### config.mk
export PLATFORM = sky130hd
export DESIGN_NAME = dcm_adv_clkdiv_sequencer
export DESIGN_NICKNAME = d
export VERILOG_FILES = /design/src/rtl/dcm_adv_clkdiv_sequencer.sv
export SDC_FILE = /design/constraint.sdc
export NUM_CORES = 1
export LEC_CHECK = 0
export ABC_CLOCK_PERIOD_IN_PS = 3100
export BUFFER_PORTS_ARGS = -buffer_cell sky130_fd_sc_hd__buf_2
export CAP_MARGIN = 20
export CORE_MARGIN = 3
export CORE_UTILIZATION = 63
export CTS_CLUSTER_SIZE = 24
export DETAILED_ROUTE_END_ITERATION = 16
export PLACE_DENSITY = 0.94
export SETUP_SLACK_MARGIN = 0.05
export SLEW_MARGIN = 20
export SYNTH_ARGS = -nofsm -noshare
export SYNTH_HDL_FRONTEND = slang
export SYNTH_SLANG_ARGS = --single-unit
### constraint.sdc
create_clock -name clock -period 3.1 [get_ports clock]
set_input_delay 0.465 -clock clock [delete_from_list [all_inputs] [get_ports clock]]
set_output_delay 0.465 -clock clock [all_outputs]
set_load 0.05 [all_outputs]
### src/rtl/dcm_adv_clkdiv_sequencer.sv
// Reset/lock sequencer for a DCM_ADV-style clock divider: holds the divider in
// reset, switches its divide mode, waits for feedback lock and retries on timeout.
module dcm_adv_clkdiv_sequencer #(
    parameter int HOLD_CYCLES   = 8,
    parameter int SETTLE_CYCLES = 16,
    parameter int LOCK_EDGES    = 4,
    parameter int TIMEOUT       = 255,
    parameter int MAX_RETRY     = 3
) (
    input  logic clock,
    input  logic rst_reg,
    input  logic cfg_req,
    input  logic cfg_div2,
    input  logic fb_pulse,
    output logic div_rst,
    output logic div_clock_type,
    output logic cfg_ack,
    output logic locked,
    output logic busy,
    output logic err_fail
);

    localparam int CYC_MAX = (HOLD_CYCLES > SETTLE_CYCLES)
                           ? ((HOLD_CYCLES > TIMEOUT) ? HOLD_CYCLES : TIMEOUT)
                           : ((SETTLE_CYCLES > TIMEOUT) ? SETTLE_CYCLES : TIMEOUT);
    localparam int CW = $clog2(CYC_MAX + 1);
    localparam int EW = $clog2(LOCK_EDGES + 1);
    localparam int RW = $clog2(MAX_RETRY + 1);

    localparam logic [CW-1:0] HOLD_LAST    = CW'(HOLD_CYCLES - 1);
    localparam logic [CW-1:0] SETTLE_LAST  = CW'(SETTLE_CYCLES - 1);
    localparam logic [CW-1:0] TIMEOUT_LAST = CW'(TIMEOUT - 1);
    localparam logic [EW-1:0] EDGE_LAST    = EW'(LOCK_EDGES - 1);
    localparam logic [RW-1:0] RETRY_LAST   = RW'(MAX_RETRY - 1);

    typedef enum logic [2:0] {
        ST_ASSERT,
        ST_SETTLE,
        ST_LOCKING,
        ST_LOCKED,
        ST_FAIL
    } state_t;

    state_t          state_reg;
    logic [CW-1:0]   cyc_cnt_reg;
    logic [EW-1:0]   edge_cnt_reg;
    logic [RW-1:0]   retry_cnt_reg;
    logic            pend_div2_reg;
    logic            ack_pend_reg;

    logic accept;
    logic reseq;

    // A request is only taken in a stable state, and never in the cycle its own ack shows.
    always_comb begin
        accept = 1'b0;
        reseq  = 1'b0;
        if ((state_reg == ST_LOCKED || state_reg == ST_FAIL) && cfg_req && !cfg_ack) begin
            accept = 1'b1;
            reseq  = (state_reg == ST_FAIL) || (cfg_div2 != div_clock_type);
        end
    end

    always_ff @(posedge clock or negedge rst_reg) begin
        if (!rst_reg) begin
            state_reg      <= ST_ASSERT;
            cyc_cnt_reg    <= '0;
            edge_cnt_reg   <= '0;
            retry_cnt_reg  <= '0;
            pend_div2_reg  <= 1'b0;
            ack_pend_reg   <= 1'b0;
            div_rst        <= 1'b1;
            div_clock_type <= 1'b0;
            cfg_ack        <= 1'b0;
            locked         <= 1'b0;
            busy           <= 1'b1;
            err_fail       <= 1'b0;
        end else begin
            cfg_ack <= 1'b0;
            case (state_reg)
                ST_ASSERT: begin
                    // Mode switches one cycle into reset so the divider never sees it live.
                    if (cyc_cnt_reg == '0) begin
                        div_clock_type <= pend_div2_reg;
                    end
                    if (cyc_cnt_reg == HOLD_LAST) begin
                        state_reg   <= ST_SETTLE;
                        cyc_cnt_reg <= '0;
                        div_rst     <= 1'b0;
                    end else begin
                        cyc_cnt_reg <= (&cyc_cnt_reg) ? cyc_cnt_reg : cyc_cnt_reg + 1'b1;
                    end
                end
                ST_SETTLE: begin
                    if (cyc_cnt_reg == SETTLE_LAST) begin
                        state_reg    <= ST_LOCKING;
                        cyc_cnt_reg  <= '0;
                        edge_cnt_reg <= '0;
                    end else begin
                        cyc_cnt_reg <= (&cyc_cnt_reg) ? cyc_cnt_reg : cyc_cnt_reg + 1'b1;
                    end
                end
                ST_LOCKING: begin
                    // Lock is tested before timeout so a final edge on the last cycle still locks.
                    if (fb_pulse && edge_cnt_reg == EDGE_LAST) begin
                        state_reg    <= ST_LOCKED;
                        locked       <= 1'b1;
                        busy         <= 1'b0;
                        cfg_ack      <= ack_pend_reg;
                        ack_pend_reg <= 1'b0;
                    end else if (cyc_cnt_reg == TIMEOUT_LAST) begin
                        cyc_cnt_reg <= '0;
                        div_rst     <= 1'b1;
                        if (retry_cnt_reg == RETRY_LAST) begin
                            state_reg    <= ST_FAIL;
                            busy         <= 1'b0;
                            err_fail     <= 1'b1;
                            cfg_ack      <= ack_pend_reg;
                            ack_pend_reg <= 1'b0;
                        end else begin
                            state_reg     <= ST_ASSERT;
                            retry_cnt_reg <= (&retry_cnt_reg) ? retry_cnt_reg : retry_cnt_reg + 1'b1;
                        end
                    end else begin
                        cyc_cnt_reg <= (&cyc_cnt_reg) ? cyc_cnt_reg : cyc_cnt_reg + 1'b1;
                        if (fb_pulse) begin
                            edge_cnt_reg <= (&edge_cnt_reg) ? edge_cnt_reg : edge_cnt_reg + 1'b1;
                        end
                    end
                end
                ST_LOCKED, ST_FAIL: begin
                    if (reseq) begin
                        state_reg     <= ST_ASSERT;
                        cyc_cnt_reg   <= '0;
                        retry_cnt_reg <= '0;
                        pend_div2_reg <= cfg_div2;
                        ack_pend_reg  <= 1'b1;
                        div_rst       <= 1'b1;
                        locked        <= 1'b0;
                        busy          <= 1'b1;
                        err_fail      <= 1'b0;
                    end else if (accept) begin
                        cfg_ack <= 1'b1;
                    end
                end
                default: begin
                    state_reg   <= ST_ASSERT;
                    cyc_cnt_reg <= '0;
                    div_rst     <= 1'b1;
                    locked      <= 1'b0;
                    busy        <= 1'b1;
                    err_fail    <= 1'b0;
                end
            endcase
        end
    end

endmodule
==> results of run 1 <==
## placed cells by master, fill, tap and decap left out, types with 2 or more instances in the layout
cell type,instances
dfrtp_1,22
nor2_1,21
buf_2,10
inv_1,9
a21oi_1,9
ha_1,8
nand2_1,7
o21ai_0,6
nand3_1,6
mux2_2,5
nand2b_1,4
nor3_1,4
o21a_1,4
clkbuf_4,3
or3b_2,2
nor2b_1,2
nand4_1,2
a31oi_1,2
o22a_1,2
a2bb2oi_1,2
a31o_2,2
a41oi_1,2
a22o_1,2
o2bb2ai_1,2
or3_1,2
dfstp_2,2
## kinds of logic after synthesis
family	Yosys count
compound gates	42
xor+xnor	1
buf+inv	17
mux	6
flops	24
simple gates	59
fa+ha+maj	8
## critical path: stages, from the launching register on
cell and delay [ns]:
dfrtp_1 0.42, ha_1 0.23, ha_1 0.22, nand2_1 0.15
nor2_1 0.09, a21oi_1 0.75, o31ai_1 0.22, mux2_2 0.33
## final timing paths
check | from | to | slack, ns | cells past startpoint
min | rst_reg | state_reg[1] | 0.11 | 1
min reg2reg | div_rst | div_rst | 0.50 | 1
max | edge_cnt_reg[0] | cyc_cnt_reg[0] | 0.59 | 7
max in group asynchronous | rst_reg | div_rst | 2.62 | 1
min in group clock | cfg_div2 | pend_div2_reg | 0.40 | 2
max reg2reg | edge_cnt_reg[0] | cyc_cnt_reg[0] | 0.59 | 7
## routing by layer
| layer | vias up | global-route usage | routed length [um] |
|---|---|---|---|
| li1 | 575 | - | - |
| met1 | 576 | 0.302 | 1320 |
| met2 | 42 | 0.385 | 1520 |
| met3 | 7 | 0.0416 | 160 |
| met4 | 0 | 0.0996 | 38 |
| met5 | - | 0 | 0 |
## per-stage QoR
stage | hold WS (ns) | area (sq um) | utilization | worst slack, ns
finish | 0.111 | 1560 | 0.748 | 0.591
global route | 0.120 | 1560 | 0.748 | 0.471
floorplan | 0.169 | 1460 | - | 1.01
CTS | 0.118 | 1560 | 0.748 | 0.640
detailed placement | 0.474 | 1510 | 0.723 | 0.662
global placement | 0.467 | 1510 | 0.723 | 0.824
## where the power goes
part	switching, uW	internal [uW]	leakage (uW)	total, uW
Sequential	99.1	413	0.000313	512
Combinational	278	214	0.000372	492
Clock	91.9	131	0.0000279	223
## area by class of cell
class	instances	area (sq um)	share of cell area
Multi-Input combinational cell	116	777	0.499
Sequential cell	24	603	0.387
Timing Repair Buffer	11	57.6	0.0369
Inverter	9	33.8	0.0217
Tap cell	27	33.8	0.0217
Clock inverter	1	30.0	0.0193
Clock buffer	3	22.5	0.0145
==> metrics, run 1 <==
Synth area leaders dfrtp_1, ha_1, nor2_1; most common cell in the netlist dfrtp_1; detailed-route vias per instance 6.28; post-layout minimum cycle time 2.51 ns; core area 2080 sq um; slew margin rel. 0.361; Critical Path RT 3.31 ns; largest family of logic cells by synthesized area simple AND/OR/NAND/NOR gates; status complete, no violations; Crit Path Max Fanout 13; maxcap violations 0; mux cell area share after synthesis 0.0456; Clk pin slew, worst setup/hold paths 0.13 ns; area delta synth->final 7.05%; synth unique cells 47; DR vias 1200; Cells after Synth 157; post-synthesis compound-gate area fraction 0.205; CTS tree yes; Root Buffer clkbuf_4; final worst-path cycle share 0.809; Total Wirelength 3.04 mm; pin count of the biggest net entering global routing 25; GPL Wtd Cong 0.893; max FFs per register 8; number of flops mapped to enable cells by yosys 0; Synth async-reset ratio 1.00; initial antenna violation count 0; I/O pins 11; final non-filler cell total 191; Synth top area share 0.378; Initial Utilization 0.699; Die Width 54.1 um; Simple-Gate Fraction of Synth Area 0.209; Clock Latency Late Sink 0.31 ns; total global routing overflow 0; Filler cells 137; min-delay worst type input port to async pin; total track usage 0.234; worst vdd ir 0.573 mV; setup total negative slack 0 ns; fmax 0.399 GHz; Yosys Warn Count 0; vias in the first global route 1154; post-synthesis adder-cell area fraction 0.0688; drt first pass iters 4; Crit path arrival time 2.72 ns; #FFs+latches synth 24; Die Y 54.1 um; Final Hold Viols 0; per-cell routed wire length 15.9 um; Nets 178; post-synthesis sequential area ratio 0.414; worst setup path class register to register; drt drc 0; postcts setup bufs 0; post-route antenna net violation count 0; CTS HTree Levels 1; Crit. End Element register; std cell rows 16; Worst Setup Start Kind register; syn avg cell area 9.27 sq um; Main synth FF type dfrtp_1; total power 1230 uW; post-synthesis net count 170; first-pass GRT wire length 4.90 mm; maximum buffer depth of the clock tree 2; Num CTS Buffers 3; unrepaired setup endpoints after global routing false; synthesized cell area 1460 sq um; Hold Buf Count CTS 0; Setup violations, final 0; top post-synthesis cells by count dfrtp_1, nor2_1, a21oi_1, inv_1, ha_1; # diodes 0; DP Wirelength 2.29 mm; layout cell share with drive strength beyond 1 0.171; XOR/XNOR Fraction of Synth Area 0.00602; Post-Place Cells 187; leading area contributor after synthesis dfrtp_1; Slew @ Worst Pin 0.959 ns; # clock sinks 24; Slew Limit Fails 0; Clock Skew 0.00291 ns; Post-CTS Resized 0; Die ar. 2920 sq um; Leak Pwr 0.000713 uW; IO buf count 10; Power Density 788 nW/um^2; Iter 0 DRT Violations 85
Power figures use the tool's default switching activity.
==> run 2, diff against run 1 <==
ABC_CLOCK_PERIOD_IN_PS = 2070   (was 3100)
CORE_UTILIZATION = 53   (was 63)
PLACE_DENSITY = 0.85   (was 0.94)
clock period = 2.07 ns   (was 3.1 ns; I/O delays follow)
==> metrics, run 2 (same netlist as run 1, synthesis figures left out) <==
post-route antenna net violation count 0 (unchanged); area delta synth->final 23.0% (was 7.05%); fmax 0.452 GHz (was 0.399 GHz); Crit. End Element register (unchanged); drt drc 0 (unchanged); Final Hold Viols 0 (unchanged); Die ar. 3410 sq um (was 2920 sq um); maximum buffer depth of the clock tree 2 (unchanged); Final Worst Setup Slack -0.140 ns (was 0.591 ns); total track usage 0.236 (was 0.234); CTS HTree Levels 1 (unchanged); final non-filler cell total 213 (was 191); drt first pass iters 4 (unchanged); unrepaired setup endpoints after global routing true (was false); layout cell share with drive strength beyond 1 0.333 (was 0.171); first-pass GRT wire length 6.11 mm (was 4.90 mm); total global routing overflow 0 (unchanged); total power 2130 uW (was 1230 uW); Setup violations, final 11 (was 0); min-delay worst type input port to register (was input port to async pin); vias in the first global route 1318 (was 1154); I/O pins 11 (unchanged); maxcap violations 0 (unchanged); most frequent cells in the layout dfrtp_1, nor2_1, buf_4, buf_2, inv_1 (was dfrtp_1, nor2_1, buf_2, inv_1, a21oi_1); Num CTS Buffers 3 (unchanged); Leak Pwr 0.000830 uW (was 0.000713 uW); # diodes 0 (unchanged); GPL Wtd Cong 0.921 (was 0.893); Clock Skew 0.0122 ns (was 0.00291 ns); status complete, but fails checks (was complete, no violations); Crit Path Max Fanout 6 (was 13); CTS tree yes (unchanged); Post-Place Setup Slack -0.0879 ns (was 0.662 ns); Power Density 1190 nW/um^2 (was 788 nW/um^2); Post-Place Cells 202 (was 187); most common cell after layout, fill and taps aside dfrtp_1 (unchanged); Clock Latency Late Sink 0.33 ns (was 0.31 ns); worst setup path class register to register (unchanged); per-cell routed wire length 17.7 um (was 15.9 um); Crit path arrival time 2.44 ns (was 2.72 ns); IO buf count 10 (unchanged); Worst Setup Start Kind register (unchanged); Die Width 58.4 um (was 54.1 um); detailed-route vias per instance 6.26 (was 6.28); Iter 0 DRT Violations 122 (was 85); setup total negative slack -1.07 ns (was 0 ns); # clock sinks 24 (unchanged); worst vdd ir 0.894 mV (was 0.573 mV); failing checks negative setup slack; Slew @ Worst Pin 0.544 ns (was 0.959 ns); Initial Utilization 0.572 (was 0.699); Total Wirelength 3.78 mm (was 3.04 mm); DP Wirelength 2.46 mm (was 2.29 mm); post-layout minimum cycle time 2.21 ns (was 2.51 ns); pin count of the biggest net entering global routing 25 (unchanged); max FFs per register 8 (unchanged); Die Y 58.4 um (was 54.1 um); Min Hold Slack 0.229 ns (was 0.111 ns); Root Buffer clkbuf_4 (unchanged); Nets 197 (was 178); std cell rows 18 (was 16); core area 2540 sq um (was 2080 sq um); Critical Path RT 2.30 ns (was 3.31 ns); initial antenna violation count 0 (unchanged); Slew Limit Fails 0 (unchanged); Clk pin slew, worst setup/hold paths 0.14 ns (was 0.13 ns); DR vias 1334 (was 1200); slew margin rel. 0.638 (was 0.361); final worst-path cycle share 1.07 (was 0.809)
-- run 2: cell count changes in the layout (fill, tap and decap cells not counted), moves of 2 or more --
cell | previous run | this run
a21oi_2 | 0 | 3
o21ai_0 | 6 | 4
a31o_4 | 0 | 2
a31o_2 | 2 | 0
nand2b_1 | 4 | 2
buf_4 | 1 | 18
a21oi_1 | 9 | 6
nand2b_4 | 0 | 2
o21ai_1 | 0 | 2
-- run 2: repair_timing --
item / 4_1_cts / 5_1_grt
endpoints found under the setup margin: 13 / 19
buffers inserted: 5 / 1
endpoints found under the hold margin: 22 / 0
gates resized for setup: 7 / 16
hold buffers: 1 / 0
pin swaps: 6 / 5
-- run 2: routing by layer --
metal  GRT usage  wire (um)  vias up
li1            -          -      618
met1       0.283       1570      639
met2       0.407       1890       65
met3      0.0504        229       12
met4      0.0993         88        0
met5           0          0        -
-- run 2: layout make-up --
cell class / count / area [sq um]
multi-input cells: 116 / 855
fillers: 167 / 756
flip-flops and latches: 24 / 604
repair buffers: 30 / 206
well taps: 30 / 37.5
inverters: 9 / 33.8
clock inverters: 1 / 30.0
clock buffers: 3 / 22.5
-- run 2: metrics by stage --
step | instance area (sq um) | util
after CTS | 1740 | 0.683
after global routing | 1790 | 0.703
after detailed placement | 1600 | 0.628
after global placement | 1600 | 0.628
final | 1790 | 0.703
after floorplan | 1460 | -
-- run 2: final timing paths --
kind	endpoint	cells past startpoint	slack (ns)	startpoint
max	cyc_cnt_reg[0]	6	-0.14	cyc_cnt_reg[7]
min	pend_div2_reg	2	0.23	cfg_div2
max reg2reg	cyc_cnt_reg[0]	6	-0.14	cyc_cnt_reg[7]
min in group asynchronous	state_reg[2]	2	0.47	rst_reg
min reg2reg	div_rst	1	0.51	div_rst
max in group asynchronous	cyc_cnt_reg[1]	2	1.20	rst_reg
-- run 2: worst max-delay path, cell delays in order (launching register included) --
cell and delay (ns):
dfrtp_1 0.41, or4_4 0.55, o31a_1 0.28, a222oi_1 0.30, buf_4 0.24, nor3_2 0.06, mux2_4 0.28
-- run 2: report_power, final --
group	switching (uW)	total [uW]	internal, uW
logic	540	1030	485
clock network	152	348	196
registers	137	758	621
==> run 3, diff against run 2 <==
CORE_MARGIN = 1.5   (was 3)
CORE_UTILIZATION = 46   (was 53)
PLACE_DENSITY = 0.77   (was 0.85)
==> metrics, run 3 (same netlist as run 1, synthesis figures left out) <==
DR vias 1280 (was 1334); CTS HTree Levels 1 (unchanged); CTS tree yes (unchanged); post-route antenna net violation count 0 (unchanged); total track usage 0.199 (was 0.236); DP Wirelength 2.35 mm (was 2.46 mm); pin count of the biggest net entering global routing 25 (unchanged); Slew @ Worst Pin 0.522 ns (was 0.544 ns); Num CTS Buffers 3 (unchanged); fmax 0.460 GHz (was 0.452 GHz); Root Buffer clkbuf_4 (unchanged); max FFs per register 8 (unchanged); Post-Place Cells 217 (was 202); initial antenna violation count 0 (unchanged); maxcap violations 0 (unchanged); Slew Limit Fails 0 (unchanged); Crit Path Max Fanout 7 (was 6); first-pass GRT wire length 5.38 mm (was 6.11 mm); per-cell routed wire length 14.2 um (was 17.7 um); Worst Setup Start Kind register (unchanged); Min Hold Slack 0.251 ns (was 0.229 ns); Reg2Reg Depth 6 (unchanged); vias in the first global route 1254 (was 1318); WHS Endpoint pend_div2_reg (unchanged); final non-filler cell total 227 (was 213); worst vdd ir 0.374 mV (was 0.894 mV); # diodes 0 (unchanged); setup slack, reg-to-reg -0.10 ns (was -0.14 ns); I/O pins 11 (unchanged); Clock Skew 0.00268 ns (was 0.0122 ns); post-layout minimum cycle time 2.17 ns (was 2.21 ns); maximum buffer depth of the clock tree 2 (unchanged); final worst-path cycle share 1.05 (was 1.07); std cell rows 20 (was 18); launching point of the worst reg2reg path cyc_cnt_reg[7] (unchanged); # clock sinks 24 (unchanged); Final Worst Setup Slack -0.104 ns (was -0.140 ns); HP Start cfg_div2 (unchanged); Die Width 59.2 um (was 58.4 um); Setup violations, final 10 (was 11); core area 3030 sq um (was 2540 sq um); hold path cells 2 (unchanged); family with the most delay on the worst path compound AO/OA/AOI/OAI gates (was simple AND/OR/NAND/NOR gates); Clk pin slew, worst setup/hold paths 0.13 ns (was 0.14 ns); Critical Path, Cell by Cell or4_4 -> o31a_1 -> a222oi_1 -> buf_4 -> o31ai_2 -> mux2_4 (was or4_4 -> o31a_1 -> a222oi_1 -> buf_4 -> nor3_2 -> mux2_4); Crit. End Element register (unchanged); most common cell after layout, fill and taps aside nor2_1 (was dfrtp_1); total global routing overflow 0 (unchanged); unrepaired setup endpoints after global routing true (unchanged); failing checks negative setup slack (unchanged); detailed-route vias per instance 5.64 (was 6.26); Filler cells 237 (was 167); GPL Wtd Cong 0.882 (was 0.921); final core occ 0.576 (was 0.703); most frequent cells in the layout nor2_1, dfrtp_1, buf_4, buf_2, inv_1 (was dfrtp_1, nor2_1, buf_4, buf_2, inv_1); Clock Latency Late Sink 0.31 ns (was 0.33 ns); setup total negative slack -0.561 ns (was -1.07 ns); drt first pass iters 4 (unchanged); slew margin rel. 0.652 (was 0.638); CP Buf/Inv Count 1 (unchanged); layout cell share with drive strength beyond 1 0.301 (was 0.333); Die ar. 3510 sq um (was 3410 sq um); area delta synth->final 19.9% (was 23.0%); slowest stage delay, CP 0.55 ns (about the same); Power Density 1090 nW/um^2 (was 1190 nW/um^2); Slowest-stage cell, CP or4_4 (unchanged); worst setup path class register to register (unchanged); Leak Pwr 0.000809 uW (was 0.000830 uW); Critical Path RT 2.28 ns (was 2.30 ns); Iter 0 DRT Violations 74 (was 122); Final Hold Viols 0 (unchanged); status complete, but fails checks (unchanged); Crit path arrival time 2.39 ns (was 2.44 ns); Die Y 59.2 um (was 58.4 um); min-delay worst type input port to register (unchanged); drt drc 0 (unchanged); Worst R2R End cyc_cnt_reg[0] (unchanged); IO buf count 10 (unchanged); Total Wirelength 3.22 mm (was 3.78 mm); Initial Utilization 0.481 (was 0.572); Nets 197 (unchanged)
-- run 3: changes by cell type in the layout (fill, tap and decap cells not counted), moves of 2 or more --
cell      before  now
a31o_2         0    2
nand2b_4       2    0
a31o_4         2    0
dfrtp_1       21   19
dfrtp_2        1    3
nand2b_1       2    4
-- run 3: worst max path at each step --
stage	startpoint	end	depth (start not counted)
4_1_cts	cyc_cnt_reg[7]	cyc_cnt_reg[0]	6
5_1_grt	cyc_cnt_reg[7]	cyc_cnt_reg[5]	7
3_5_place_dp	cyc_cnt_reg[7]	cyc_cnt_reg[0]	6
6_report	cyc_cnt_reg[7]	cyc_cnt_reg[0]	6
3_3_place_gp	cyc_cnt_reg[7]	cyc_cnt_reg[0]	6
2_1_floorplan	cyc_cnt_reg[7]	cyc_cnt_reg[0]	6
-- run 3: worst register-to-register path, stage by stage, from the launching register on --
cell and delay [ns]:
dfrtp_1 0.41, or4_4 0.55, o31a_1 0.28, a222oi_1 0.27, buf_4 0.23, o31ai_2 0.07
mux2_4 0.27
-- run 3: power by group --
part / total, uW / internal, uW / switching, uW
logic: 906 / 424 / 482
registers: 749 / 622 / 127
clock network: 245 / 107 / 138
total: 1900 / 1150 / 747
-- run 3: what timing repair did --
action,in CTS,in global routing
pin swaps,2,2
endpoints found under the setup margin,8,18
setup buffers,2,3
hold buffers,1,0
gates resized for setup,2,11
endpoints found under the hold margin,22,0
-- run 3: through the flow --
| stage | instance area [sq um] | total power (uW) | setup WS [ns] |
|---|---|---|---|
| after global placement | 1620 | 1520 | 0.0238 |
| after global routing | 1740 | 2050 | -0.124 |
| after detailed placement | 1620 | 1560 | -0.117 |
| after CTS | 1690 | 1860 | -0.0888 |
| final | 1740 | 1900 | -0.104 |
| after floorplan | 1460 | 1340 | -0.0178 |
-- run 3: final cells by class --
class | instances | area [sq um] | share of cell area
Sequential cell | 24 | 607 | 0.348
Clock buffer | 4 | 36.3 | 0.0208
Inverter | 9 | 33.8 | 0.0194
Tap cell | 44 | 55.1 | 0.0316
Multi-Input combinational cell | 116 | 806 | 0.462
Timing Repair Buffer | 30 | 206 | 0.118
-- run 3: layer usage --
| layer | vias to the layer above | track usage | wire [um] |
|---|---|---|---|
| li1 | 619 | - | - |
| met1 | 612 | 0.237 | 1320 |
| met2 | 47 | 0.353 | 1730 |
| met3 | 2 | 0.0328 | 153 |
| met4 | 0 | 0.0812 | 13 |
| met5 | - | 0 | 0 |
